`config.mk`:
```
export PLATFORM = sky130hd
export DESIGN_NAME = picosoc_iomem_timer
export DESIGN_NICKNAME = d
export VERILOG_FILES = /design/src/rtl/picosoc_pkg.sv /design/src/rtl/picosoc_timer_core.sv /design/src/rtl/picosoc_iomem_timer.sv
export SDC_FILE = /design/constraint.sdc
export NUM_CORES = 1
export LEC_CHECK = 0
export CORE_MARGIN = 3
export CORE_UTILIZATION = 32
export DETAILED_ROUTE_END_ITERATION = 7
export DONT_BUFFER_PORTS = 1
export GPL_TIMING_DRIVEN = 0
export SETUP_SLACK_MARGIN = 0.2
export SYNTH_ARGS = -nofsm -noshare
export SYNTH_HDL_FRONTEND = slang
export SYNTH_SLANG_ARGS = --single-unit
```
`constraint.sdc`:
```
create_clock -name clk -period 6.25 [get_ports clk]
set_clock_uncertainty 0.2 [all_clocks]
set_input_delay 0.625 -clock clk [delete_from_list [all_inputs] [get_ports clk]]
set_output_delay 0.625 -clock clk [all_outputs]
set_load 0.02 [all_outputs]
```
`src/rtl/picosoc_pkg.sv`:
```
// Shared register map, control bit indices and bus FSM encoding
// for the picosoc iomem timer.
package picosoc_pkg;

    localparam logic [7:0] OFF_CTRL     = 8'h00;
    localparam logic [7:0] OFF_COUNT    = 8'h04;
    localparam logic [7:0] OFF_COMPARE  = 8'h08;
    localparam logic [7:0] OFF_PRESCALE = 8'h0C;
    localparam logic [7:0] OFF_STATUS   = 8'h10;

    localparam int CTRL_W          = 3;
    localparam int CTRL_EN         = 0;
    localparam int CTRL_IRQ_EN     = 1;
    localparam int CTRL_AUTORELOAD = 2;

    typedef enum logic {
        ST_IDLE = 1'b0,
        ST_ACK  = 1'b1
    } bus_state_e;

    function automatic logic [31:0] merge_bytes(
        input logic [31:0] old,
        input logic [31:0] wdata,
        input logic [3:0]  wstrb
    );
        logic [31:0] r;
        r = old;
        for (int b = 0; b < 4; b++) begin
            if (wstrb[b]) r[8*b +: 8] = wdata[8*b +: 8];
        end
        return r;
    endfunction

endpackage

```
`src/rtl/picosoc_timer_core.sv`:
```
// Prescaler, 32-bit up-counter and compare-match flag.
// A bus write to the counter wins over a coincident tick.
module picosoc_timer_core
    import picosoc_pkg::*;
#(
    parameter int PRESCALE_W = 16
) (
    input  logic                  clk,
    input  logic                  resetn,
    input  logic                  en,
    input  logic                  autoreload,
    input  logic [PRESCALE_W-1:0] prescale,
    input  logic [31:0]           compare,
    input  logic                  cnt_we,
    input  logic [31:0]           cnt_wdata,
    input  logic                  match_clr,
    output logic [31:0]           count,
    output logic                  match
);

    logic [PRESCALE_W-1:0] pre_q;
    logic [31:0]           count_q;
    logic                  match_q;
    logic                  tick;
    logic                  hit;

    assign tick = en && (pre_q == prescale);
    assign hit  = (count_q == compare);

    always_ff @(posedge clk or negedge resetn) begin
        if (!resetn) begin
            pre_q   <= '0;
            count_q <= '0;
            match_q <= 1'b0;
        end else begin
            pre_q <= (!en || tick) ? '0 : pre_q + PRESCALE_W'(1);

            if (cnt_we) begin
                count_q <= cnt_wdata;
            end else if (tick) begin
                count_q <= (hit && autoreload) ? 32'd0 : count_q + 32'd1;
            end

            // a new match outranks a same-cycle clear
            if (tick && hit) begin
                match_q <= 1'b1;
            end else if (match_clr) begin
                match_q <= 1'b0;
            end
        end
    end

    assign count = count_q;
    assign match = match_q;

endmodule

```
`src/rtl/picosoc_iomem_timer.sv`:
```
// iomem-bus timer peripheral: one-wait-state register window
// around a prescaled compare/match counter.
module picosoc_iomem_timer
    import picosoc_pkg::*;
#(
    parameter logic [31:0] BASE_ADDR  = 32'h0300_0000,
    parameter int          PRESCALE_W = 16
) (
    input  logic        clk,
    input  logic        resetn,
    input  logic        iomem_valid,
    output logic        iomem_ready,
    input  logic [3:0]  iomem_wstrb,
    input  logic [31:0] iomem_addr,
    input  logic [31:0] iomem_wdata,
    output logic [31:0] iomem_rdata,
    output logic        irq
);

    bus_state_e state_q, state_d;

    logic                  sel, acc, wr;
    logic [7:0]            off;
    logic                  hit_ctrl, hit_count, hit_cmp;
    logic                  hit_pre, hit_status;
    logic [CTRL_W-1:0]     ctrl_q;
    logic [31:0]           compare_q;
    logic [PRESCALE_W-1:0] prescale_q;
    logic [31:0]           rdata_q;
    logic [31:0]           rd_mux;
    logic [31:0]           pre_ext;
    logic [31:0]           pre_merge;
    logic [31:0]           count;
    logic                  match;

    assign sel = iomem_valid && (iomem_addr[31:8] == BASE_ADDR[31:8]);
    assign acc = (state_q == ST_IDLE) && sel;
    assign wr  = acc && (iomem_wstrb != 4'b0000);
    assign off = iomem_addr[7:0];

    assign hit_ctrl   = (off == OFF_CTRL);
    assign hit_count  = (off == OFF_COUNT);
    assign hit_cmp    = (off == OFF_COMPARE);
    assign hit_pre    = (off == OFF_PRESCALE);
    assign hit_status = (off == OFF_STATUS);

    always_comb begin
        state_d = state_q;
        unique case (state_q)
            ST_IDLE: if (sel) state_d = ST_ACK;
            ST_ACK:  state_d = ST_IDLE;
            default: state_d = ST_IDLE;
        endcase
    end

    always_comb begin
        pre_ext = '0;
        pre_ext[PRESCALE_W-1:0] = prescale_q;
    end

    assign pre_merge = merge_bytes(pre_ext, iomem_wdata, iomem_wstrb);

    always_comb begin
        rd_mux = '0;
        unique case (1'b1)
            hit_ctrl:   rd_mux = {{(32-CTRL_W){1'b0}}, ctrl_q};
            hit_count:  rd_mux = count;
            hit_cmp:    rd_mux = compare_q;
            hit_pre:    rd_mux = pre_ext;
            hit_status: rd_mux = {31'd0, match};
            default:    rd_mux = '0;
        endcase
    end

    always_ff @(posedge clk or negedge resetn) begin
        if (!resetn) begin
            state_q    <= ST_IDLE;
            ctrl_q     <= '0;
            compare_q  <= 32'hFFFF_FFFF;
            prescale_q <= '0;
            rdata_q    <= '0;
        end else begin
            state_q <= state_d;
            if (acc) rdata_q <= rd_mux;
            if (wr) begin
                if (hit_ctrl && iomem_wstrb[0]) begin
                    ctrl_q <= iomem_wdata[CTRL_W-1:0];
                end
                if (hit_cmp) begin
                    compare_q <= merge_bytes(compare_q, iomem_wdata, iomem_wstrb);
                end
                if (hit_pre) begin
                    prescale_q <= pre_merge[PRESCALE_W-1:0];
                end
            end
        end
    end

    picosoc_timer_core #(
        .PRESCALE_W (PRESCALE_W)
    ) u_core (
        .clk        (clk),
        .resetn     (resetn),
        .en         (ctrl_q[CTRL_EN]),
        .autoreload (ctrl_q[CTRL_AUTORELOAD]),
        .prescale   (prescale_q),
        .compare    (compare_q),
        .cnt_we     (wr && hit_count),
        .cnt_wdata  (merge_bytes(count, iomem_wdata, iomem_wstrb)),
        .match_clr  (wr && hit_status && iomem_wstrb[0] && iomem_wdata[0]),
        .count      (count),
        .match      (match)
    );

    assign iomem_ready = (state_q == ST_ACK);
    assign iomem_rdata = iomem_ready ? rdata_q : 32'd0;
    assign irq         = match && ctrl_q[CTRL_IRQ_EN];

endmodule

```
# After elaboration in Yosys (flattened, before gate mapping)
# Cells that the tools add are included.
# op_classes
add_sub_neg	2
n_eq_ne	11
reduce_logical	29
bitwise_logic	1
muxes	14
# ops
operator	n
one-hot mux 32 bit (5 select lines)	1
two-way mux 32 bit	4
adder 32 x 1 -> 32 bit, second input constant	1
== test 32 bit	1
two-way mux 8 bit	4
== test 24 x 18 -> 1 bit, second input constant	1
AND reduction 3 bit	6
adder 16 x 1 -> 16 bit, second input constant	1
== test 16 bit	1
== test 8 x 4 -> 1 bit, second input constant	2
two-way mux 16 bit	1
logical AND 1 bit	12
AND reduction 2 bit	5
== test 8 x 3 -> 1 bit, second input constant	1
== test 8 x 5 -> 1 bit, second input constant	1
logical NOT 8 bit	1
!= test 2 bit, second input constant	4
nonzero test 2 bit	2
nonzero test 4 bit	1
two-way mux 1 bit	3
one-hot mux 1 bit (2 select lines)	1
logical NOT 1 bit	1
logical OR 1 bit	1
NOT 1 bit	1
# totals
regBits	133
input_bits	71
word_cells	72

# Longest topological paths before layout
# Gate-level depths: netlist of the first run.
# logic_depth
word_depth	9
mapped_depth	8
depth_no_buf	7

# Hierarchy
# A second synthesis of the first run with hierarchy kept.
# hier_totals
cells_unflattened	793
area_unflattened_um2	8107.8
# modules_own_cells
mod	n_inst	cells_per_inst	area_per_inst_um2	seq_area_each_um2
picosoc_iomem_timer	1	382	4623.2	2142.1
picosoc_timer_core	1	411	3484.6	1226.2

# Least setup slack after synthesis of the first run
# OpenSTA, ideal clock, no wires.
# synth_path
kind	input to register
from	in iomem_addr[20]
to	reg u_core.count_q[0] (netlist: u_core.count[0])
arrival_time_ns	2.487
path_stages	8
setup_time_ns	0.128
slack_ns	3.435
path_cell_list	nor4_2 > nand3_1 > or4_4 > buf_6 > nand3_2 > and2_1 > buf_6 > mux2_1
# synth_via
elab_chain_cells	7
# synth_lines
element	line	rtl
start, declared	picosoc_iomem_timer.sv:14	input logic [31:0] iomem_addr,
== test 24 x 18 -> 1 bit (*)	picosoc_iomem_timer.sv:36	assign sel = iomem_valid && (iomem_addr[31:8] == BASE_ADDR[31:8]);
logical AND 1 bit (*)	picosoc_iomem_timer.sv:36	
logical AND 1 bit (*)	picosoc_iomem_timer.sv:37	assign acc = (state_q == ST_IDLE) && sel;
logical AND 1 bit (*)	picosoc_iomem_timer.sv:38	assign wr = acc && (iomem_wstrb != 4'b0000);
logical AND 1 bit (*)	picosoc_iomem_timer.sv:108	.cnt_we (wr && hit_count),
!= test 2 bit (no line) / nonzero test 2 bit (equally long branches)	n/a	
AND reduction 2 bit (no line)	n/a	
end signal, assigned	picosoc_timer_core.sv:39	count_q <= cnt_wdata;
end signal, assigned	picosoc_timer_core.sv:41	count_q <= (hit && autoreload) ? 32'd0 : count_q + 32'd1;
end, declared	picosoc_timer_core.sv:22	logic [31:0] count_q;
# Every way passes the cells marked *; elsewhere a longest branch is shown, timed or not.
# A chain may end at the register's enable or synchronous reset.

# Worst setup path in the final report of the first run
# layout_path
from	reg u_core.count_q[18] (netlist: u_core.count[18])
to	reg u_core.count_q[27] (netlist: u_core.count[27])
# layout_via
elab_chain_cells	5
# layout_lines
element	line	rtl
parallel branches: the longest is 2 deep, another holds adder 32 x 1 -> 32 bit	n/a	
two-way mux 32 bit (*)	picosoc_timer_core.sv:41	
two-way mux 32 bit (*)	picosoc_timer_core.sv:40	end else if (tick) begin
two-way mux 32 bit (*)	picosoc_timer_core.sv:38	if (cnt_we) begin
# Mark *: on every way between the ends. The select of a mux whose other input is x is not followed.

==> results.py, run 1 <==
metrics = {
    "timing": {
        "fmax_mhz": 296,
        "rsz0062_at_grt": "no",
        "finalSetupTns_ns": 0,
        "worst_slew_pin_slew_ns": 0.968,
        "finalWorstPathRequiredPeriod_ns": 3.38,
        "slew-limit-headroom": 0.351,
        "finalHoldWorstSlack_ns": -0.0420,
        "final_max_slew_viol_count": 0,
        "setup-violations-final": 0,
        "fin_hold_viols": 37,
        "finalCritPeriodShare": 0.541,
    },
    "routing": {
        "detail_route.drc_violations": 0,
        "detail_route.iter0.violations": 661,
        "viasPerCell": 5.61,
        "via_count": 6324,
        "routed_wire_length_per_instance_um": 21.1,
        "final_antenna_net_count": 0,
        "detail_route.wirelength_mm": 23.8,
        "firstDrtPassIters": 5,
    },
    "setup_path": {
        "crit_path_start_kind": "flip-flop",
        "worst-path-max-fanout": 10,
        "required_arrival_time_at_the_worst_endpoint_ns": 6.34,
        "timing.critical_path.arrival_ns": 3.47,
        "endpoint_kind": "flip-flop",
        "worstSetupPathType": "flip-flop to flip-flop",
        "worst_reg_to_reg_setup_slack_ns": 2.87,
    },
    "synth": {
        "netlist.top_cell.by_area": "sky130_fd_sc_hd__dfrtp_1",
        "synth.top_cells.by_area": "sky130_fd_sc_hd__dfrtp_1 33%, sky130_fd_sc_hd__dfstp_2 11%, sky130_fd_sc_hd__mux2_2 7.8%",
        "synth_sequential_area_ratio": 0.438,
        "postSynthCellCount": 775,
        "synth_cell_type_count": 58,
        "post_synth_instance_area_mm2": 0.00768,
        "synth.ff_latch_count": 133,
        "postSynthNetCount": 848,
        "synth.avg_cell_area_um2": 9.91,
        "synth_largest_type_area_fraction": 0.329,
        "yosys_warnings": 0,
    },
    "worst_hold_path": {
        "hold_path_class": "input pin to async pin",
    },
    "clock_tree": {
        "cts_made_buffers": 17,
        "cts_num_sinks": 133,
        "cts.reportedPaths.clkPinSlew_ns": 0.06,
        "clk_path_buf_depth": 2,
        "clock_tree.htree_level_count": 4,
        "post_cts_resize_count": 0,
        "clock_tree_from_tritoncts": "built",
        "worst_skew_pair.late_latency_ns": 0.42,
        "cts_setup_buffers": 0,
        "root_buffer_selected_by_cts": "sky130_fd_sc_hd__clkbuf_16",
        "cts_hold_buffers": 1,
    },
    "job": {
        "drv_cap": 0,
    },
    "floorplanning": {
        "horiz_die_dim_um": 161,
        "top_level_ports": 105,
        "placementRows": 56,
        "design.die.area_mm2": 0.0259,
        "floorplan.core_area_mm2": 0.0235,
        "die_height_um": 161,
        "initial_standard_cell_utilization_of_the_core": 0.326,
    },
    "global_routing": {
        "grt_overflow": 0,
        "first_pass_grt_wire_length_mm": 37.2,
        "antenna_found_initial": 0,
        "grtUsageTotal": 0.186,
        "number_of_global_route_vias_before_repair": 6161,
        "grt_start_max_net_pins": 134,
    },
    "outcome": {
        "failed_checks": "negative hold slack",
        "outcome": "finished, violations left",
    },
    "place": {
        "gpl.final_weighted_congestion": 0.883,
        "count_of_buffers_inserted_at_the_top_level_ports": 0,
        "dp.final_hpwl_mm": 17.7,
    },
    "final_layout": {
        "syn_to_final_growth_pct": 13.5,
        "share_of_final_layout_standard_cells_stronger_than_drive_strength_1": 0.186,
        "layout_commonest_cell": "sky130_fd_sc_hd__dfrtp_1",
        "design.final.nets": 868,
        "num-fill-cells": 2392,
        "most-common-layout-cells": "101 x sky130_fd_sc_hd__dfrtp_1, 70 x sky130_fd_sc_hd__nand2_1, 53 x sky130_fd_sc_hd__mux2_2, 47 x sky130_fd_sc_hd__o21ai_0, 40 x sky130_fd_sc_hd__clkbuf_1",
        "diodes": 0,
    },
    "power": {
        "combinational_cell_fraction_of_total_power": 0.017,
        "netSwitchingPower_mw": 0.418,
        "sequentialPowerShare": 0.445,
        "power.density_cell_area_mw_per_mm2": 222,
        "vdd.ir_drop.worst_mv": 0.158,
        "cell_internal_pwr_mw": 1.52,
        "pwr-share-clk": 0.537,
        "sw_frac_of_total": 0.216,
        "static-leakage-power_nw": 3.42,
    },
}
## flip-flops by register name (all words and copies together) (netlist names)
| register | count |
|---|---|
| prescale_q | 16 |
| rdata_q | 32 |
| u_core.count | 32 |
| u_core.pre_q | 16 |
| compare_q | 32 |
| iomem_ready | 1 |
| ctrl_q | 3 |
| u_core.match | 1 |
## metrics by stage
stage | instance area (um^2) | worst slack (ns) | util | total power [mW] | instances
4_1_cts | 8720 | 2.90 | 0.370 | 1.95 | 1127
6_report | 8720 | 2.87 | 0.370 | 1.94 | 1127
3_5_place_dp | 8090 | 2.91 | 0.344 | 0.892 | 1094
3_3_place_gp | 8080 | 2.94 | 0.343 | 0.892 | 1094
2_1_floorplan | 7680 | 3.44 | - | 0.890 | 775
5_1_grt | 8720 | 2.55 | 0.370 | 1.99 | 1127
## cell type report
type	instances	area, um^2	share of cell area
inverter	20	75.1	0.00861
sequential	133	3370	0.386
multi-input combinational	575	4040	0.463
buffer	47	206	0.0237
tap	319	399	0.0458
timing repair buffer	1	27.5	0.00316
clock buffer	20	457	0.0524
clock inverter	12	150	0.0172
## kinds of logic (layout without fill, tap and decap cells)
kind of cell | after synthesis | in the layout | synth area share
buf+inv | 67 | 100 | 0.0366
simple gates | 271 | 271 | 0.201
mux | 68 | 68 | 0.0975
xor+xnor | 59 | 59 | 0.0673
flops | 133 | 133 | 0.438
compound gates | 175 | 175 | 0.156
fa+ha+maj | 2 | 2 | 0.00326
## cells in the mapped netlist, drive strengths merged
library cell / count
xor2: 22
nor4b: 3
buf: 8
xnor2: 37
o211ai: 3
dfstp: 32
o22ai: 11
a31oi: 2
nor2: 34
o31a: 2
inv: 20
a21oi: 22
mux2i: 13
a21o: 16
or4: 3
mux2: 55
and3: 17
nor4: 22
or3: 6
and4: 5
o41ai: 8
nand3: 36
a222oi: 1
a2bb2oi: 1
o2bb2ai: 2
a22o: 4
nor2b: 2
clkbuf: 39
a31o: 1
and2: 37
o21a: 3
a32oi: 11
o31ai: 4
dfrtp: 101
o21ai: 47
ha: 2
nand4: 20
a22oi: 37
nor3b: 1
nand2: 71
nor3: 13
and4bb: 1
## per-layer routing
layer | vias up | global-route usage | wire (um)
met5 | - | 0 | 0
li1 | 2890 | - | -
met4 | 0 | 0.0653 | 580
met3 | 33 | 0.0498 | 2040
met1 | 3143 | 0.255 | 10600
met2 | 258 | 0.282 | 10500
## power groups by stage
stage	sequential, mW	combinational [mW]	clock, mW
2_1_floorplan	0.877	0.0122	0
3_3_place_gp	0.877	0.0149	0
3_5_place_dp	0.877	0.0150	0
4_1_cts	0.862	0.0347	1.06
5_1_grt	0.862	0.0377	1.09
6_report	0.862	0.0336	1.04
## worst max-delay path, cell delays in order, from the launching register on
cell and delay [ns]:
sky130_fd_sc_hd__dfrtp_1 0.32, sky130_fd_sc_hd__clkbuf_1 0.33, sky130_fd_sc_hd__xnor2_1 0.21, sky130_fd_sc_hd__nand4_1 0.18
sky130_fd_sc_hd__nor4_1 0.60, sky130_fd_sc_hd__nand3_1 0.56, sky130_fd_sc_hd__clkbuf_1 0.42, sky130_fd_sc_hd__a32oi_1 0.31
sky130_fd_sc_hd__o21ai_0 0.11
## final timing paths
path	startpoint	endpoint	cells past startpoint
min reg2reg	rdata_q[10]$_DFFE_PN0P_	rdata_q[10]$_DFFE_PN0P_	2
max in group asynchronous	resetn	u_core.count[11]$_DFFE_PN0P_	1
max reg2reg	u_core.count[18]$_DFFE_PN0P_	u_core.count[27]$_DFFE_PN0P_	8
min	resetn	u_core.pre_q[12]$_DFF_PN0_	1
min in group clk	iomem_wdata[0]	ctrl_q[0]$_DFFE_PN0P_	2
max	u_core.count[18]$_DFFE_PN0P_	u_core.count[27]$_DFFE_PN0P_	8
(Power assumes the default switching activity.)
==> run 2: changes to the inputs <==
clock period = 3.5 ns   (was 6.25 ns; I/O delays follow)
==> results.py, run 2 (same netlist as run 1, synthesis figures left out) <==
metrics = {
    "setup_path": {
        "endpoint_kind": "flip-flop",
        "worst_setup_path_startpoint": "u_core.count[4]$_DFFE_PN0P_",
        "required_arrival_time_at_the_worst_endpoint_ns": 3.59,
        "crit_path_start_kind": "flip-flop",
        "r2r.worst_path.cells": 8,
        "timing.critical_path.arrival_ns": 3.19,
        "crit_path_top_delay_cell": "sky130_fd_sc_hd__nor4_2",
        "crit_path_max_incr_delay_ns": 0.52,
        "worstSetupPathType": "flip-flop to flip-flop",
        "critPathCapture": "u_core.count[27]$_DFFE_PN0P_",
        "worstReg2RegEnd": "u_core.count[27]$_DFFE_PN0P_",
        "path_cells": "clkbuf_1 -> xnor2_1 -> nand4_1 -> nor4_2 -> nand3_2 -> clkbuf_1 -> a32oi_1 -> o21ai_0",
        "critical_path.reg2reg.startpoint": "u_core.count[4]$_DFFE_PN0P_",
        "worst_reg_to_reg_setup_slack_ns": 0.39,
        "worst-path-max-fanout": 10,
        "critPathMostFrequentCell": "sky130_fd_sc_hd__clkbuf_1",
    },
    "timing": {
        "finalWorstPathRequiredPeriod_ns": 3.11,
        "slew-limit-headroom": 0.332,
        "finalHoldWorstSlack_ns": -0.576,
        "final_max_slew_viol_count": 0,
        "finalSetupTns_ns": 0,
        "fin_hold_viols": 133,
        "final_critical_path_setup_slack_ns": 0.394,
        "rsz0062_at_grt": "yes",
        "finalCritPeriodShare": 0.887,
        "worst_slew_pin_slew_ns": 0.996,
        "fmax_mhz": 322,
        "setup-violations-final": 0,
    },
    "place": {
        "preCtsSetupSlack_ns": 0.161,
        "dp.final_hpwl_mm": 17.7,
        "gpl.final_weighted_congestion": 0.883,
        "count_of_buffers_inserted_at_the_top_level_ports": 0,
    },
    "clock_tree": {
        "clock_tree_from_tritoncts": "built",
        "cts_made_buffers": 17,
        "clock_tree.htree_level_count": 4,
        "cts_hold_buffers": 36,
        "cts.reportedPaths.clkPinSlew_ns": 0.06,
        "cts_num_sinks": 133,
        "worst_skew_pair.late_latency_ns": 0.42,
        "root_buffer_selected_by_cts": "sky130_fd_sc_hd__clkbuf_16",
        "clk_path_buf_depth": 2,
    },
    "power": {
        "power.density_cell_area_mw_per_mm2": 383,
        "vdd.ir_drop.worst_mv": 0.282,
        "static-leakage-power_nw": 3.57,
    },
    "routing": {
        "via_count": 6474,
        "detail_route.iter0.violations": 712,
        "detail_route.wirelength_mm": 24.1,
        "routed_wire_length_per_instance_um": 20.7,
        "viasPerCell": 5.56,
        "detail_route.drc_violations": 0,
        "firstDrtPassIters": 5,
        "final_antenna_net_count": 0,
    },
    "outcome": {
        "outcome": "finished, violations left",
        "failed_checks": "negative hold slack",
    },
    "global_routing": {
        "grt_start_max_net_pins": 134,
        "antenna_found_initial": 1,
        "grt_overflow": 0,
        "first_pass_grt_wire_length_mm": 37.9,
        "number_of_global_route_vias_before_repair": 6355,
        "grtUsageTotal": 0.187,
    },
    "floorplanning": {
        "placementRows": 56,
        "design.die.area_mm2": 0.0259,
        "die_height_um": 161,
        "floorplan.core_area_mm2": 0.0235,
        "initial_standard_cell_utilization_of_the_core": 0.326,
        "top_level_ports": 105,
        "horiz_die_dim_um": 161,
    },
    "final_layout": {
        "most-common-layout-cells": "101 x sky130_fd_sc_hd__dfrtp_1, 70 x sky130_fd_sc_hd__nand2_1, 53 x sky130_fd_sc_hd__mux2_2, 47 x sky130_fd_sc_hd__o21ai_0, 39 x sky130_fd_sc_hd__clkbuf_1",
        "layout_commonest_cell": "sky130_fd_sc_hd__dfrtp_1",
        "syn_to_final_growth_pct": 18.3,
        "diodes": 0,
        "design.final.nets": 905,
        "share_of_final_layout_standard_cells_stronger_than_drive_strength_1": 0.183,
    },
    "job": {
        "drv_cap": 0,
    },
    "worst_hold_path": {
        "hold_path_class": "input pin to async pin",
    },
}
## run 2: layout make-up
type                    instances  area [um^2]
clock inverters                12          150
inverters                      20         75.1
repair buffers                 38          375
multi-input cells             575         4060
fillers                      2379        14500
clock buffers                  20          457
well taps                     319          399
plain buffers                  47          208
flip-flops and latches        133         3370
## run 2: per-layer routing
metal  vias up  GRT usage  routed length (um)  part of all wire
li1       2960          -                   -                 -
met1      3201      0.267               11000              0.46
met2       279      0.288               10900              0.45
met3        32     0.0361                1760             0.073
met4         2     0.0591                 494             0.020
met5         -          0                   7           0.00029
## run 2: critical path, delay by kind of cell, from the launching register on
| family | cells | cell delay [ns] |
|---|---|---|
| AND/OR/NAND/NOR | 3 | 1.11 |
| buffers and inverters | 2 | 0.57 |
| XOR/XNOR | 1 | 0.30 |
| AO/OA/AOI/OAI | 2 | 0.43 |
| flip-flops | 1 | 0.35 |
## run 2: worst min-delay path by stage
stage,start,end,slack (ns),cells past startpoint
after floorplan,resetn,ctrl_q[0]$_DFFE_PN0P_,-0.15,0
after global placement,resetn,u_core.pre_q[14]$_DFF_PN0_,-0.14,0
after detailed placement,resetn,u_core.pre_q[14]$_DFF_PN0_,-0.14,0
after CTS,resetn,u_core.pre_q[6]$_DFF_PN0_,-0.60,0
after global routing,resetn,u_core.pre_q[12]$_DFF_PN0_,-0.59,0
final,resetn,u_core.pre_q[7]$_DFF_PN0_,-0.58,0
## run 2: where the power goes
part	switching, mW	internal, mW	total, mW
combinational	0.0352	0.0397	0.0750
clock	0.705	1.16	1.86
sequential	0.0000763	1.54	1.54
total	0.741	2.74	3.48
## run 2: what timing repair did
item	in CTS	in global routing
setup buffers	0	2
endpoints found under the setup margin	3	28
resized for setup	1	4
endpoints found under the hold margin	215	133
pin swaps	0	2
## run 2: metrics by stage
step | total power [mW] | instance area (um^2) | util | hold WS (ns) | cells
after global routing | 3.57 | 9090 | 0.386 | -0.590 | 1164
after CTS | 3.50 | 9060 | 0.385 | -0.595 | 1162
final | 3.48 | 9090 | 0.386 | -0.576 | 1164
after global placement | 1.59 | 8080 | 0.343 | -0.139 | 1094
after detailed placement | 1.59 | 8090 | 0.344 | -0.140 | 1094
after floorplan | 1.59 | 7680 | - | -0.146 | 775
==> run 3: changes to the inputs <==
CORE_MARGIN = 2   (was 3)
RECOVER_POWER = 25   (was unset)
==> results.py, run 3 (same netlist as run 1, synthesis figures left out) <==
metrics = {
    "final_layout": {
        "most-common-layout-cells": "101 x sky130_fd_sc_hd__dfrtp_1, 70 x sky130_fd_sc_hd__nand2_1, 53 x sky130_fd_sc_hd__mux2_2, 47 x sky130_fd_sc_hd__o21ai_0, 38 x sky130_fd_sc_hd__clkbuf_1",
        "syn_to_final_growth_pct": 18.1,
        "share_of_final_layout_standard_cells_stronger_than_drive_strength_1": 0.184,
        "combined_area_of_the_multi_input_logic_cells_mm2": 0.00406,
        "layout_commonest_cell": "sky130_fd_sc_hd__dfrtp_1",
        "num-fill-cells": 2412,
        "diodes": 0,
        "design.final.nets": 904,
        "register_area_mm2": 0.00337,
    },
    "routing": {
        "firstDrtPassIters": 5,
        "viasPerCell": 5.51,
        "final_antenna_net_count": 0,
        "detail_route.drc_violations": 0,
        "detail_route.wirelength_mm": 23.8,
        "detail_route.iter0.violations": 713,
        "via_count": 6413,
        "routed_wire_length_per_instance_um": 20.5,
    },
    "global_routing": {
        "antenna_found_initial": 1,
        "globalRouteMet2Util": 0.289,
        "grtUsageTotal": 0.191,
        "layer_carrying_the_most_global_route_usage": "met2",
        "number_of_global_route_vias_before_repair": 6347,
        "grt_overflow": 0,
        "grt_start_max_net_pins": 134,
        "grtUsageMet1": 0.270,
        "first_pass_grt_wire_length_mm": 37.5,
        "met3_layer_usage_reported_by_global_route": 0.0513,
    },
    "clock_tree": {
        "cts_hold_buffers": 36,
        "clock_tree_from_tritoncts": "built",
        "clk_path_buf_depth": 2,
        "root_buffer_selected_by_cts": "sky130_fd_sc_hd__clkbuf_16",
        "cts_made_buffers": 17,
        "cts_num_sinks": 133,
        "cts.reportedPaths.clkPinSlew_ns": 0.07,
        "clock_tree.htree_level_count": 4,
        "worst_skew_pair.late_latency_ns": 0.43,
    },
    "place": {
        "count_of_buffers_inserted_at_the_top_level_ports": 0,
        "preCtsSetupSlack_ns": 0.128,
        "dp.final_hpwl_mm": 17.4,
        "gpl.final_weighted_congestion": 0.950,
    },
    "setup_path": {
        "crit_path_max_incr_delay_ns": 0.51,
        "worstSetupPathType": "flip-flop to flip-flop",
        "worst_reg_to_reg_setup_slack_ns": 0.28,
        "worstReg2RegEnd": "u_core.count[16]$_DFFE_PN0P_",
        "endpoint_kind": "flip-flop",
        "required_arrival_time_at_the_worst_endpoint_ns": 3.67,
        "worst-path-max-fanout": 10,
        "r2r.worst_path.cells": 7,
        "crit_path_start_kind": "flip-flop",
        "timing.critical_path.arrival_ns": 3.40,
        "path_cells": "xor2_1 -> nor4_1 -> nand4_1 -> o31a_1 -> clkbuf_1 -> o41ai_1 -> a21o_1",
        "critical_path.reg2reg.startpoint": "prescale_q[0]$_DFFE_PN0P_",
        "crit_path_top_delay_cell": "sky130_fd_sc_hd__nor4_1",
    },
    "timing": {
        "finalSetupTns_ns": 0,
        "final_critical_path_setup_slack_ns": 0.279,
        "fmax_mhz": 310,
        "finalWorstPathRequiredPeriod_ns": 3.22,
        "rsz0062_at_grt": "no",
        "finalHoldWorstSlack_ns": -0.593,
        "setup-violations-final": 0,
        "worst_slew_pin_slew_ns": 0.996,
        "fin_hold_viols": 133,
        "slew-limit-headroom": 0.332,
        "finalCritPeriodShare": 0.920,
        "final_max_slew_viol_count": 0,
    },
    "floorplanning": {
        "floorplan.core_area_mm2": 0.0235,
        "horiz_die_dim_um": 159,
        "top_level_ports": 105,
        "placementRows": 56,
        "design.die.area_mm2": 0.0253,
        "initial_standard_cell_utilization_of_the_core": 0.326,
        "die_height_um": 159,
    },
    "outcome": {
        "outcome": "finished, violations left",
        "failed_checks": "negative hold slack",
    },
    "power": {
        "pwr-share-clk": 0.532,
        "vdd.ir_drop.worst_mv": 0.294,
        "netSwitchingPower_mw": 0.770,
        "sequentialPowerShare": 0.447,
        "power.density_cell_area_mw_per_mm2": 380,
        "static-leakage-power_nw": 3.56,
        "cell_internal_pwr_mw": 2.68,
        "sw_frac_of_total": 0.224,
        "combinational_cell_fraction_of_total_power": 0.022,
    },
    "worst_hold_path": {
        "hold_path_class": "input pin to async pin",
    },
    "job": {
        "drv_cap": 0,
    },
}
run 3: timing repair:
action / in CTS / in global routing
pin swaps: 0 / 1
hold endpoints to repair: 216 / 133
gates resized for setup: 2 / 3
endpoints found under the setup margin: 10 / 14
setup buffers: 0 / 1
run 3: worst max-delay path by stage:
stage,from,endpoint,slack [ns],cells after the start
after floorplan,iomem_ready$_DFF_PN0_,u_core.count[0]$_DFFE_PN0P_,0.91,8
after global placement,u_core.count[18]$_DFFE_PN0P_,u_core.count[29]$_DFFE_PN0P_,0.21,8
after detailed placement,u_core.count[18]$_DFFE_PN0P_,u_core.count[27]$_DFFE_PN0P_,0.13,8
after CTS,iomem_ready$_DFF_PN0_,u_core.count[22]$_DFFE_PN0P_,0.28,7
after global routing,iomem_ready$_DFF_PN0_,u_core.count[25]$_DFFE_PN0P_,0.19,7
final,prescale_q[0]$_DFFE_PN0P_,u_core.count[16]$_DFFE_PN0P_,0.28,7
run 3: worst max-delay path: cells and delay by family, from the launching register on:
kind | cells | cell delay, ns
AO/OA/AOI/OAI | 3 | 1.04
AND/OR/NAND/NOR | 2 | 0.95
flip-flops | 1 | 0.43
buffers and inverters | 1 | 0.31
XOR/XNOR | 1 | 0.21
run 3: final cells by class:
| type | instances | area share |
|---|---|---|
| Inverter | 20 | 0.00827 |
| Timing Repair Buffer | 37 | 0.0405 |
| Clock inverter | 13 | 0.0163 |
| Clock buffer | 19 | 0.0499 |
| Tap cell | 319 | 0.0440 |
| Buffer | 47 | 0.0229 |
| Multi-Input combinational cell | 575 | 0.447 |
| Sequential cell | 133 | 0.371 |
run 3: power groups by stage:
stage	clock, mW	sequential, mW	combinational (mW)
detailed placement	0	1.57	0.0267
CTS	1.85	1.54	0.0743
floorplan	0	1.57	0.0217
finish	1.83	1.54	0.0743
global route	1.93	1.54	0.0796
global placement	0	1.57	0.0266
run 3: per-layer routing:
layer	part of all wire	vias to the layer above
met5	0.00046	-
met4	0.016	2
met3	0.079	29
met2	0.45	280
met1	0.46	3146
li1	-	2956
run 3: per-stage QoR:
stage	cell area (um^2)	utilization	std cells	total power, mW
6_report	9070	0.385	1163	3.45
5_1_grt	9070	0.385	1163	3.55
4_1_cts	9060	0.385	1162	3.46
3_5_place_dp	8090	0.344	1094	1.59
3_3_place_gp	8080	0.343	1094	1.59
2_1_floorplan	7680	-	775	1.59
